## src/rtl/instr_fetch_unit.sv

```systemverilog
// Instruction fetch unit: owns the PC, fetches 16-bit words over a req/ack
// handshake into the IR, accepts redirects, and faults on a silent memory.
module instr_fetch_unit #(
  parameter int ADDR_W  = 16,
  parameter int TIMEOUT = 15
) (
  input  logic              clock,
  input  logic              start,
  input  logic              fetch,
  input  logic              pc_load,
  input  logic [ADDR_W-1:0] pc_target,
  output logic              imem_req,
  output logic [ADDR_W-1:0] imem_addr,
  input  logic              imem_ack,
  input  logic [15:0]       imem_rdata,
  output logic [ADDR_W-1:0] pc,
  output logic [15:0]       ir,
  output logic [3:0]        op,
  output logic [3:0]        ra,
  output logic [3:0]        rb,
  output logic [3:0]        rc,
  output logic [7:0]        imm8,
  output logic              ir_valid,
  output logic              busy,
  output logic              fault
);

  localparam int WD_W = (TIMEOUT < 2) ? 1 : $clog2(TIMEOUT + 1);
  localparam logic [WD_W-1:0] WD_LAST = WD_W'(TIMEOUT - 1);
  localparam bit WD_EN = (TIMEOUT != 0);

  typedef enum logic [1:0] {IDLE, REQ, ERR} state_t;

  state_t            state;
  logic [WD_W-1:0]   wdog;
  logic              pend_vld;
  logic [ADDR_W-1:0] pend_target;

  assign imem_addr = pc;
  assign op        = ir[15:12];
  assign ra        = ir[11:8];
  assign rb        = ir[7:4];
  assign rc        = ir[3:0];
  assign imm8      = ir[7:0];

  // Pending target is qualified by pend_vld, so it carries no reset.
  always_ff @(posedge clock) begin
    if (start) begin
      state    <= IDLE;
      pc       <= '0;
      ir       <= '0;
      ir_valid <= 1'b0;
      imem_req <= 1'b0;
      busy     <= 1'b0;
      fault    <= 1'b0;
      pend_vld <= 1'b0;
      wdog     <= '0;
    end else begin
      case (state)
        IDLE: begin
          if (pc_load)
            pc <= pc_target;
          if (fetch) begin
            state    <= REQ;
            ir_valid <= 1'b0;
            imem_req <= 1'b1;
            busy     <= 1'b1;
            wdog     <= '0;
            pend_vld <= 1'b0;
          end
        end
        REQ: begin
          if (pc_load) begin
            pend_vld    <= 1'b1;
            pend_target <= pc_target;
          end
          // An ack wins over a coincident timeout.
          if (imem_ack) begin
            ir       <= imem_rdata;
            ir_valid <= 1'b1;
            imem_req <= 1'b0;
            busy     <= 1'b0;
            pend_vld <= 1'b0;
            state    <= IDLE;
            if (pc_load)
              pc <= pc_target;
            else if (pend_vld)
              pc <= pend_target;
            else
              pc <= pc + ADDR_W'(1);
          end else if (WD_EN && (wdog == WD_LAST)) begin
            state    <= ERR;
            imem_req <= 1'b0;
            busy     <= 1'b0;
            fault    <= 1'b1;
            ir_valid <= 1'b0;
          end else begin
            wdog <= wdog + WD_W'(1);
          end
        end
        ERR: begin
          state <= ERR;
        end
        default: begin
          state    <= IDLE;
          imem_req <= 1'b0;
          busy     <= 1'b0;
        end
      endcase
    end
  end

endmodule
```

## config.mk

```make
export PLATFORM = sky130hd
export DESIGN_NAME = instr_fetch_unit
export DESIGN_NICKNAME = d
export VERILOG_FILES = /design/src/rtl/instr_fetch_unit.sv
export SDC_FILE = /design/constraint.sdc
export NUM_CORES = 1
export LEC_CHECK = 0
export CORE_UTILIZATION = 48
export DETAILED_ROUTE_END_ITERATION = 10
export PLACE_DENSITY = 0.95
export SETUP_SLACK_MARGIN = 0.02
export SLEW_MARGIN = 20
export SYNTH_ARGS = -nofsm -noshare
export SYNTH_HDL_FRONTEND = slang
export SYNTH_SLANG_ARGS = --single-unit
```

## constraint.sdc

```tcl
create_clock -name clock -period 6.5 [get_ports clock]
set_input_delay 1.3 -clock clock [delete_from_list [all_inputs] [get_ports clock]]
set_output_delay 1.3 -clock clock [all_outputs]
set_load 0.005 [all_outputs]
```

==> results of run 1 <==
==> worst max-delay path, delay by kind of cell <==
family,cells,cell delay [ps]
AND/OR/NAND/NOR,1,680
buffers and inverters,1,670
AO/OA/AOI/OAI,2,520
multiplexers,1,240
==> path summary, 6_finish.rpt <==
check	slack [ps]	start	cells after the start	endpoint
max reg2reg	4280	pend_vld$_SDFFE_PP0P_	4	imem_addr[6]$_SDFFE_PP0P_
min reg2reg	470	ir[14]$_SDFFE_PP0N_	2	ir[14]$_SDFFE_PP0N_
max	3340	pc_load	5	imem_addr[14]$_SDFFE_PP0P_
min	470	ir[14]$_SDFFE_PP0N_	2	ir[14]$_SDFFE_PP0N_
==> cell usage in the layout, fill, tap and decap left out, types with 3 or more instances in the layout <==
cell / instances
nor3_1: 5
ha_1: 3
clkdlybuf4s50_1: 112
a21oi_1: 42
nor2_1: 16
a21o_1: 3
edfxtp_1: 16
o211ai_1: 3
nand3_1: 13
inv_1: 10
mux2i_1: 7
buf_4: 3
o21ai_0: 12
nor4_1: 5
or3_1: 8
nand2_1: 53
clkbuf_8: 11
clkbuf_1: 3
a211oi_1: 7
nand4_1: 4
nor3b_2: 3
nand2b_1: 6
dfxtp_1: 42
==> final cells by class <==
class / count / share of cell area [%]
clock buffer: 16 / 5.14
inverter: 11 / 0.997
multi-input combinational: 225 / 32.1
sequential: 58 / 31.9
tap: 75 / 2.27
timing repair buffer: 115 / 27.6
==> state kept, by name, summed over array words and instances, names as in the netlist <==
signal,count
busy,1
fault,1
imem_addr,16
ir,16
ir_valid,1
pend_target,16
pend_vld,1
state,2
wdog,4
==> logic make-up (layout without fill, tap and decap cells) <==
kind of cell,count (synthesis),after routing,share of synthesized area (%)
flops,58,58,42.4
fa+ha+maj,3,3,1.20
xor+xnor,3,3,0.843
simple gates,124,124,19.3
compound gates,88,88,18.7
mux,7,7,2.25
buf+inv,75,142,15.3
==> metal layers <==
| metal | wire (um) | part of all wire [%] |
|---|---|---|
| met3 | 569 | 6.7 |
| met1 | 3190 | 37 |
| met2 | 4450 | 52 |
| met5 | 0 | 0 |
| met4 | 333 | 3.9 |
==> power by group through the flow <==
stage | clock network, uW | registers [uW] | logic, uW
CTS | 352 | 413 | 151
detailed placement | 0 | 421 | 149
global placement | 0 | 420 | 144
floorplan | 0 | 413 | 84.0
finish | 348 | 414 | 151
global route | 366 | 416 | 164
==> metrics by stage <==
step / instance area [um^2] / util [%] / std cells
5_1_grt: 4140 / 67.9 / 500
4_1_cts: 4140 / 67.9 / 500
3_5_place_dp: 3930 / 64.4 / 484
6_report: 4140 / 67.9 / 500
3_3_place_gp: 3930 / 64.4 / 484
2_1_floorplan: 3120 / - / 358
==> key figures, run 1 <==
Clocking
  • CTS buffer count: 9
  • H-tree Lvls: 3
  • Clk_lat worst skew: 340 ps
  • Root buf cell: clkbuf_8
  • Hold_buf cts: 0
  • Clock-pin slew of the registers on the worst-case setup and hold paths: 70 ps
  • CTS tree: yes
  • Clock Tree Buf Depth: 2
  • Postcts setup bufs: 0
  • Cts repair resizes: 0
  • Clock sink total: 58

Routing
  • Drt pass-1 iters: 6
  • Residual DRC count: 0
  • Vias per cell: 5.85
  • Iter 0 DRT Violations: 289
  • Final WL: 8.54 mm
  • Avg WL per Cell: 17.1 um
  • Vias: 2,925
  • Antenna-violating nets left: 0

Die
  • Die area: 6820 um^2
  • Die extent in x: 82.6 um
  • Chip Height: 82.6 um
  • Rows: 28
  • I/O pin cnt: 113
  • Placeable Area: 6100 um^2
  • Starting density of the core: 51.1%

Power
  • Switch share: 25.2%
  • Clock power share: 38.1%
  • Maximum vdd drop: 0.153 mV
  • Pleak: 0.00135 uW
  • Flop pwr share: 45.3%
  • Combinational share of power: 16.5%
  • Power Total: 913 uW
  • NetSw: 230 uW
  • PwrDens: 220 nW/um^2
  • Cell internal pwr: 683 uW

Hold path
  • Hold Path Class: reg2reg

Timing
  • Period utilization: 48.7%
  • Crit path time final: 3160 ps
  • Final Skew: 8.81 ps
  • Setup Viol. Count Final: 0
  • Slew @ Worst Pin: 1020 ps
  • Highest Clock Rate: 316 MHz
  • Count of final hold-check violations: 0
  • Post-layout worst setup margin: 3340 ps
  • Setup TNS: 0 ps
  • Max Slew Vio Count: 0
  • RSZ-0062 raised after global routing: false
  • Slew headroom: 32.0%
  • Hold_ws: 467 ps

Yosys
  • Dominant cell type by area after synthesis: dfxtp_1
  • Sequential element share of the synthesized area: 42.4%
  • Syn Nets: 398
  • Syn Area/Cell: 8.71 um^2
  • Post-synth top flop: dfxtp_1
  • Share of the synthesized area in the top cell type: 27.0%
  • Synthesized area: 3120 um^2
  • YS warnings: 0
  • Synth Instances: 358
  • Top cells by area, synth: dfxtp_1 (27%), edfxtp_1 (15%), buf_4 (11%)
  • Top cells by count, synth: nand2_1 (53), buf_4 (46), a21oi_1 (42), dfxtp_1 (42)
  • #FFs+latches synth: 58
  • Post-synth EDFFs: 16
  • Synth cell types: 54
  • Synth async-reset ratio: 0%
  • Top-count cell post-synth: nand2_1

Worst setup path
  • Slowest Stage Delay on Critical Path: 680 ps
  • Slowest CP cell: nor2_2
  • Worst Path Class, Setup: in2reg
  • WP data arrival: 3410 ps
  • Worst setup SP type: input pin
  • Endpoint class of the critical path: flop
  • Crit Path Max Fanout: 19
  • WP data required: 6750 ps
  • Worst-path cell chain: clkdlybuf4s50_1 -> mux2i_1 -> nor2_2 -> o21ai_0 -> a221oi_1

Final layout
  • Register Area: 1320 um^2
  • Fill count: 464
  • Ant. Diodes: 0
  • Area of the multi-input gates: 1330 um^2
  • Fraction of layout cells with a size suffix above 1: 6.59%
  • Area delta synth->final: 32.9%
  • Final nets: 460

Job
  • MaxCap Viol Count: 0

Global routing
  • GR Layer Usage met1: 29.8%
  • Gr usage total: 25.6%
  • Largest net degree at the start of global routing: 43
  • GR peak layer: met2
  • Vias in the first global route: 2,622
  • GR Util met3: 4.18%
  • Initial antenna violation count: 0
  • Grt ovf: 0
  • First-pass GRT wire length: 12.8 mm
  • Met2 Use GR: 43.6%

Place
  • GPL Wtd Cong: 0.882
  • Worst slack at placement: 3060 ps
  • Input/output buffers: 112
  • Post-DP HPWL: 5.86 mm

Outcome
  • Status: finished, final reports clean
No activity file was read; power rests on OpenSTA's default activity.
==> inputs of run 2 (changes only) <==
--- a/config.mk
+++ b/config.mk
@@ -5,9 +5,9 @@
 export SDC_FILE = /design/constraint.sdc
 export NUM_CORES = 1
 export LEC_CHECK = 0
-export CORE_UTILIZATION = 48
+export CORE_UTILIZATION = 41
 export DETAILED_ROUTE_END_ITERATION = 10
-export PLACE_DENSITY = 0.95
+export PLACE_DENSITY = 0.87
 export SETUP_SLACK_MARGIN = 0.02
 export SLEW_MARGIN = 20
 export SYNTH_ARGS = -nofsm -noshare
==> constraint.sdc (replaced) <==
create_clock -name clock -period 2.5 [get_ports clock]
set_input_delay 0.5 -clock clock [delete_from_list [all_inputs] [get_ports clock]]
set_output_delay 0.5 -clock clock [all_outputs]
set_load 0.005 [all_outputs]
==> key figures, run 2 (synthesis results as in run 1) <==
Global routing
  • Initial antenna violation count: 0 (unchanged)
  • Gr usage total: 20.1% (-5.5 points)
  • Grt ovf: 0 (unchanged)
  • First-pass GRT wire length: 12.2 mm (-4.4%)
  • Vias in the first global route: 2,511 (-4.2%)
  • Largest net degree at the start of global routing: 42 (-2.3%)

Timing
  • Slew headroom: 57.7% (+26 points)
  • Slew @ Worst Pin: 633 ps (-386 ps)
  • Setup TNS: 0 ps (unchanged)
  • Hold_ws: 452 ps (-15.5 ps)
  • Final Skew: 10.1 ps (+1.24 ps)
  • Highest Clock Rate: 498 MHz
  • Post-layout worst setup margin: 491 ps (-2840 ps)
  • RSZ-0062 raised after global routing: false
  • Setup Viol. Count Final: 0 (unchanged)
  • Max Slew Vio Count: 0 (unchanged)
  • Count of final hold-check violations: 0 (unchanged)
  • Crit path time final: 2010 ps
  • Period utilization: 80.4%

Clocking
  • CTS buffer count: 9 (unchanged)
  • Clk_lat worst skew: 330 ps (about the same)
  • Clock sink total: 58 (unchanged)
  • Postcts setup bufs: 0 (unchanged)
  • CTS tree: yes
  • Cts repair resizes: 0 (unchanged)
  • Clock-pin slew of the registers on the worst-case setup and hold paths: 50 ps (-20 ps)
  • Root buf cell: clkbuf_8
  • Hold_buf cts: 0 (unchanged)
  • Clock Tree Buf Depth: 2 (unchanged)
  • H-tree Lvls: 3 (unchanged)

Final layout
  • Fill count: 639 (+38%)
  • Final nets: 468 (+1.7%)
  • Area delta synth->final: 34.8%
  • Final instance area: 4200 um^2 (+1.5%)
  • Ant. Diodes: 0 (unchanged)
  • Most common cell after layout, fill and taps aside: clkdlybuf4s50_1
  • Most frequent cells in the layout: clkdlybuf4s50_1 (112), nand2_1 (53), a21oi_1 (42), dfxtp_1 (42)
  • Fraction of layout cells with a size suffix above 1: 8.56% (+2.0 points)

Worst setup path
  • Crit Path Max Fanout: 5 (-14)
  • Worst Path Class, Setup: in2reg
  • WP data required: 2710 ps (-4040 ps)
  • Endpoint class of the critical path: flop
  • Worst setup SP type: input pin
  • WP data arrival: 2220 ps (-1190 ps)

Die
  • Chip Height: 89.2 um (+8.0%)
  • Die extent in x: 89.2 um (+8.0%)
  • I/O pin cnt: 113 (unchanged)
  • Placeable Area: 7290 um^2 (+20%)
  • Die area: 7950 um^2 (+17%)
  • Starting density of the core: 42.7% (-8.4 points)
  • Rows: 31 (+11%)

Power
  • Maximum vdd drop: 0.276 mV (+80%)
  • Pleak: 0.00138 uW (+2.0%)
  • PwrDens: 530 nW/um^2 (+140%)
  • NetSw: 574 uW (+150%)
  • Combinational share of power: 18.1% (+1.6 points)
  • Cell internal pwr: 1650 uW (+140%)
  • Switch share: 25.8% (+0.60 points)
  • Clock power share: 33.9% (-4.2 points)
  • Flop pwr share: 48.0% (+2.7 points)

Routing
  • Vias: 2,800 (-4.3%)
  • Iter 0 DRT Violations: 279 (-3.5%)
  • Residual DRC count: 0 (unchanged)
  • Final WL: 7.78 mm (-9.0%)
  • Drt pass-1 iters: 4 (-2)
  • Vias per cell: 5.27 (-9.9%)
  • Avg WL per Cell: 14.6 um (-14%)
  • Antenna-violating nets left: 0 (unchanged)

Job
  • MaxCap Viol Count: 0 (unchanged)

Outcome
  • Status: finished, final reports clean

Place
  • Placed cell area: 4030 um^2 (+2.6%)
  • Input/output buffers: 112 (unchanged)
  • GPL Wtd Cong: 0.847 (-4.0%)
  • Post-DP HPWL: 5.51 mm (-5.9%)
  • Worst slack at placement: 225 ps (-2840 ps)

Hold path
  • Hold Path Class: reg2reg
==> run 2: cell types whose count changed in the layout (fill, tap and decap cells not counted), sizes merged <==
| cell | change |
|---|---|
| buf | +8 |
| clkbuf | -4 |
| clkinv | +3 |
==> run 2: final cells by class <==
cell class	count	area [um^2]	area share, %
clock buffers	12	155	3.69
clock inverters	3	15.0	0.357
inverters	11	41.3	0.983
well taps	99	124	2.95
repair buffers	123	1220	28.9
flip-flops and latches	58	1320	31.4
multi-input cells	225	1330	31.6
==> run 2: through the flow <==
step,total power (uW),util (%),cells
floorplan,1290,-,358
global placement,1480,55.3,516
detailed placement,1490,55.3,516
CTS,2240,57.6,531
global route,2330,57.6,531
finish,2230,57.6,531
==> run 2: power by group through the flow <==
stage          clock network, uW  logic [uW]  registers (uW)
6_report                     755         404            1070
5_1_grt                      816         439            1080
4_1_cts                      765         405            1070
3_5_place_dp                   0         402            1090
3_3_place_gp                   0         392            1090
2_1_floorplan                  0         219            1070
==> run 2: worst max-delay path, cell delays in order <==
cell,delay (ps)
clkdlybuf4s50_1,500
or3b_4,440
a2111oi_4,390
a21oi_1,130
o221a_1,260
==> run 2: worst paths after layout <==
kind / start / slack (ps) / cells after the start / end
hold reg to reg: fault$_SDFFE_PP0P_ / 450 / 2 / fault$_SDFFE_PP0P_
setup / recovery: pc_load / 490 / 5 / imem_addr[15]$_SDFFE_PP0P_
setup reg to reg: imem_addr[0]$_SDFFE_PP0P_ / 540 / 5 / imem_addr[14]$_SDFFE_PP0P_
hold / removal: fault$_SDFFE_PP0P_ / 450 / 2 / fault$_SDFFE_PP0P_
==> run 2: layer usage <==
layer  vias up  wire, um  GRT usage, %  share of wire [%]
met2        96      3970          33.3                 51
met4         0        97          7.50                1.2
li1       1368         -             -                  -
met5         -         0             0                  0
met1      1325      3160          26.3                 41
met3        11       553          3.23                7.1
==> inputs of run 3 (changes only) <==
--- a/config.mk
+++ b/config.mk
@@ -5,9 +5,9 @@
 export SDC_FILE = /design/constraint.sdc
 export NUM_CORES = 1
 export LEC_CHECK = 0
-export CORE_UTILIZATION = 41
+export CORE_UTILIZATION = 45
 export DETAILED_ROUTE_END_ITERATION = 10
-export PLACE_DENSITY = 0.87
+export PLACE_DENSITY = 0.91
 export SETUP_SLACK_MARGIN = 0.02
 export SLEW_MARGIN = 20
 export SYNTH_ARGS = -nofsm -noshare
==> constraint.sdc (replaced) <==
create_clock -name clock -period 2.1 [get_ports clock]
set_input_delay 0.42 -clock clock [delete_from_list [all_inputs] [get_ports clock]]
set_output_delay 0.42 -clock clock [all_outputs]
set_load 0.005 [all_outputs]
==> key figures, run 3 (synthesis results as in run 1) <==
Outcome
  • Status: finished, final reports clean

Timing
  • Slew @ Worst Pin: 497 ps (-136 ps)
  • Final Skew: 6.39 ps (-3.66 ps)
  • Slew headroom: 66.9% (+9.2 points)
  • Post-layout worst setup margin: 218 ps (-272 ps)
  • Period utilization: 89.6%
  • Setup Viol. Count Final: 0 (unchanged)
  • Max Slew Vio Count: 0 (unchanged)
  • Highest Clock Rate: 531 MHz
  • Count of final hold-check violations: 0 (unchanged)
  • Crit path time final: 1880 ps
  • RSZ-0062 raised after global routing: false

Routing
  • Iter 0 DRT Violations: 239 (-14%)
  • Final WL: 8.43 mm (+8.4%)
  • Vias per cell: 5.53 (+4.9%)
  • Avg WL per Cell: 16.2 um (+10%)
  • Drt pass-1 iters: 5 (+1)
  • Antenna-violating nets left: 0 (unchanged)
  • Vias: 2,882 (+2.9%)
  • Residual DRC count: 0 (unchanged)

Clocking
  • CTS buffer count: 9 (unchanged)
  • Clock sink total: 58 (unchanged)
  • Cts repair resizes: 0 (unchanged)
  • H-tree Lvls: 3 (unchanged)
  • Clk_lat worst skew: 320 ps (about the same)
  • Root buf cell: clkbuf_8
  • Postcts setup bufs: 0 (unchanged)
  • Hold_buf cts: 0 (unchanged)
  • CTS tree: yes
  • Clock-pin slew of the registers on the worst-case setup and hold paths: 70 ps (+20 ps)
  • Clock Tree Buf Depth: 2 (unchanged)

Worst setup path
  • R2R cell count: 4 (-1)
  • Delay-heaviest family, CP: flip-flops
  • Worst-path cell chain: mux2i_1 -> or2_2 -> nor2_1 -> a221oi_1
  • WP buf/inv: 0 (-1)
  • Worst Path Class, Setup: reg2reg
  • WP data arrival: 2110 ps (-110 ps)
  • R2r setup slk: 220 ps (-320 ps)
  • Slowest CP cell: dfxtp_1
  • WP data required: 2330 ps (-380 ps)
  • Slowest Stage Delay on Critical Path: 540 ps (+40 ps)
  • Reg2reg start: state[0]$_SDFFE_PP0P_
  • Crit Path Max Fanout: 16 (+11)
  • Worst setup SP type: flop
  • Endpoint class of the critical path: flop
  • Worst r2r dst: imem_addr[12]$_SDFFE_PP0P_

Power
  • Pleak: 0.00145 uW (+5.0%)
  • Combinational share of power: 18.8% (+0.7 points)
  • Cell internal pwr: 2030 uW (+23%)
  • Power Total: 2740 uW (+23%)
  • Flop pwr share: 46.2% (-1.8 points)
  • PwrDens: 640 nW/um^2 (+21%)
  • Clock power share: 35.1% (+1.2 points)
  • Maximum vdd drop: 0.320 mV (+16%)
  • NetSw: 713 uW (+24%)
  • Switch share: 26.0% (+0.20 points)

Die
  • Die extent in x: 85.2 um (-4.4%)
  • Chip Height: 85.2 um (-4.4%)
  • Starting density of the core: 47.7% (+5.0 points)
  • Die area: 7260 um^2 (-8.7%)
  • I/O pin cnt: 113 (unchanged)
  • Rows: 29 (-6.5%)
  • Placeable Area: 6530 um^2 (-10%)

Hold path
  • Hold Crit Start: fault$_SDFFE_PP0P_
  • Hold Path Class: reg2reg
  • Worst Hold End: fault$_SDFFE_PP0P_
  • WHS Path Cells: 2 (unchanged)

Final layout
  • Area delta synth->final: 37.6%
  • Final instance area: 4290 um^2 (+2.1%)
  • Most common cell after layout, fill and taps aside: clkdlybuf4s50_1
  • Final nets: 479 (+2.4%)
  • Fill count: 508 (-21%)
  • Fraction of layout cells with a size suffix above 1: 11.0% (+2.5 points)
  • Most frequent cells in the layout: clkdlybuf4s50_1 (112), nand2_1 (53), a21oi_1 (42), dfxtp_1 (42), buf_4 (20)
  • Ant. Diodes: 0 (unchanged)

Place
  • GPL Wtd Cong: 0.847 (about the same)
  • Input/output buffers: 112 (unchanged)
  • Placed cell area: 4100 um^2 (+1.7%)
  • Worst slack at placement: -57.5 ps (-282 ps)
  • Post-DP HPWL: 6.05 mm (+9.7%)

Global routing
  • Initial antenna violation count: 0 (unchanged)
  • First-pass GRT wire length: 13.5 mm (+11%)
  • Vias in the first global route: 2,859 (+14%)
  • Grt ovf: 0 (unchanged)
  • Largest net degree at the start of global routing: 42 (unchanged)
  • Gr usage total: 23.5% (+3.4 points)

Job
  • MaxCap Viol Count: 0 (unchanged)
[run 3: cell count changes in the layout (fill, tap and decap cells not counted)]
cell,change
buf_4,+10
clkbuf_16,+1
clkbuf_8,-1
clkinv_4,+1
buf_12,+1
[run 3: worst max path at each step]
| stage | startpoint | end | slack, ps | depth (start not counted) |
|---|---|---|---|---|
| after floorplan | start | pend_target[0]$_DFFE_PP_ | 220 | 3 |
| after global placement | pc_load | imem_addr[15]$_SDFFE_PP0P_ | -10 | 5 |
| after detailed placement | pc_load | imem_addr[15]$_SDFFE_PP0P_ | -60 | 5 |
| after CTS | state[0]$_SDFFE_PP0P_ | imem_addr[12]$_SDFFE_PP0P_ | 230 | 4 |
| after global routing | state[0]$_SDFFE_PP0P_ | imem_addr[12]$_SDFFE_PP0P_ | 80 | 4 |
| final | state[0]$_SDFFE_PP0P_ | imem_addr[12]$_SDFFE_PP0P_ | 220 | 4 |
[run 3: routing by layer]
layer | track usage [%] | wire length (um) | vias to the layer above | share of wire [%]
li1 | - | - | 1389 | -
met1 | 27.8 | 3370 | 1366 | 40
met2 | 41.4 | 4490 | 104 | 53
met3 | 3.11 | 357 | 23 | 4.2
met4 | 12.3 | 208 | 0 | 2.5
met5 | 0 | 0 | - | 0
[run 3: metrics by stage]
step	hold WS [ps]	setup TNS, ps	cells	utilization (%)
global route	472	0	521	65.7
detailed placement	447	-238	505	62.8
CTS	457	0	521	65.7
finish	457	0	521	65.7
floorplan	442	0	358	-
global placement	437	-11.3	505	62.8
[run 3: area by class of cell]
class                           instances  area [um^2]  area share (%)
Inverter                               11         41.3           0.963
Clock inverter                          4         23.8           0.554
Tap cell                               77         96.3            2.25
Timing Repair Buffer                  134         1310            30.6
Sequential cell                        58         1320            30.8
Multi-Input combinational cell        225         1330            31.0
Clock buffer                           12          166            3.88
[run 3: power groups by stage]
stage / Sequential (uW) / Combinational [uW] / Clock (uW)
floorplan: 1280 / 261 / 0
global placement: 1290 / 493 / 0
detailed placement: 1290 / 512 / 0
CTS: 1270 / 515 / 977
global route: 1270 / 554 / 1020
finish: 1270 / 515 / 963
[run 3: worst register-to-register path, delay by kind of cell (launching register included)]
family	cells	cell delay (ps)
simple gates	2	520
flops	1	540
compound gates	1	290
mux	1	440
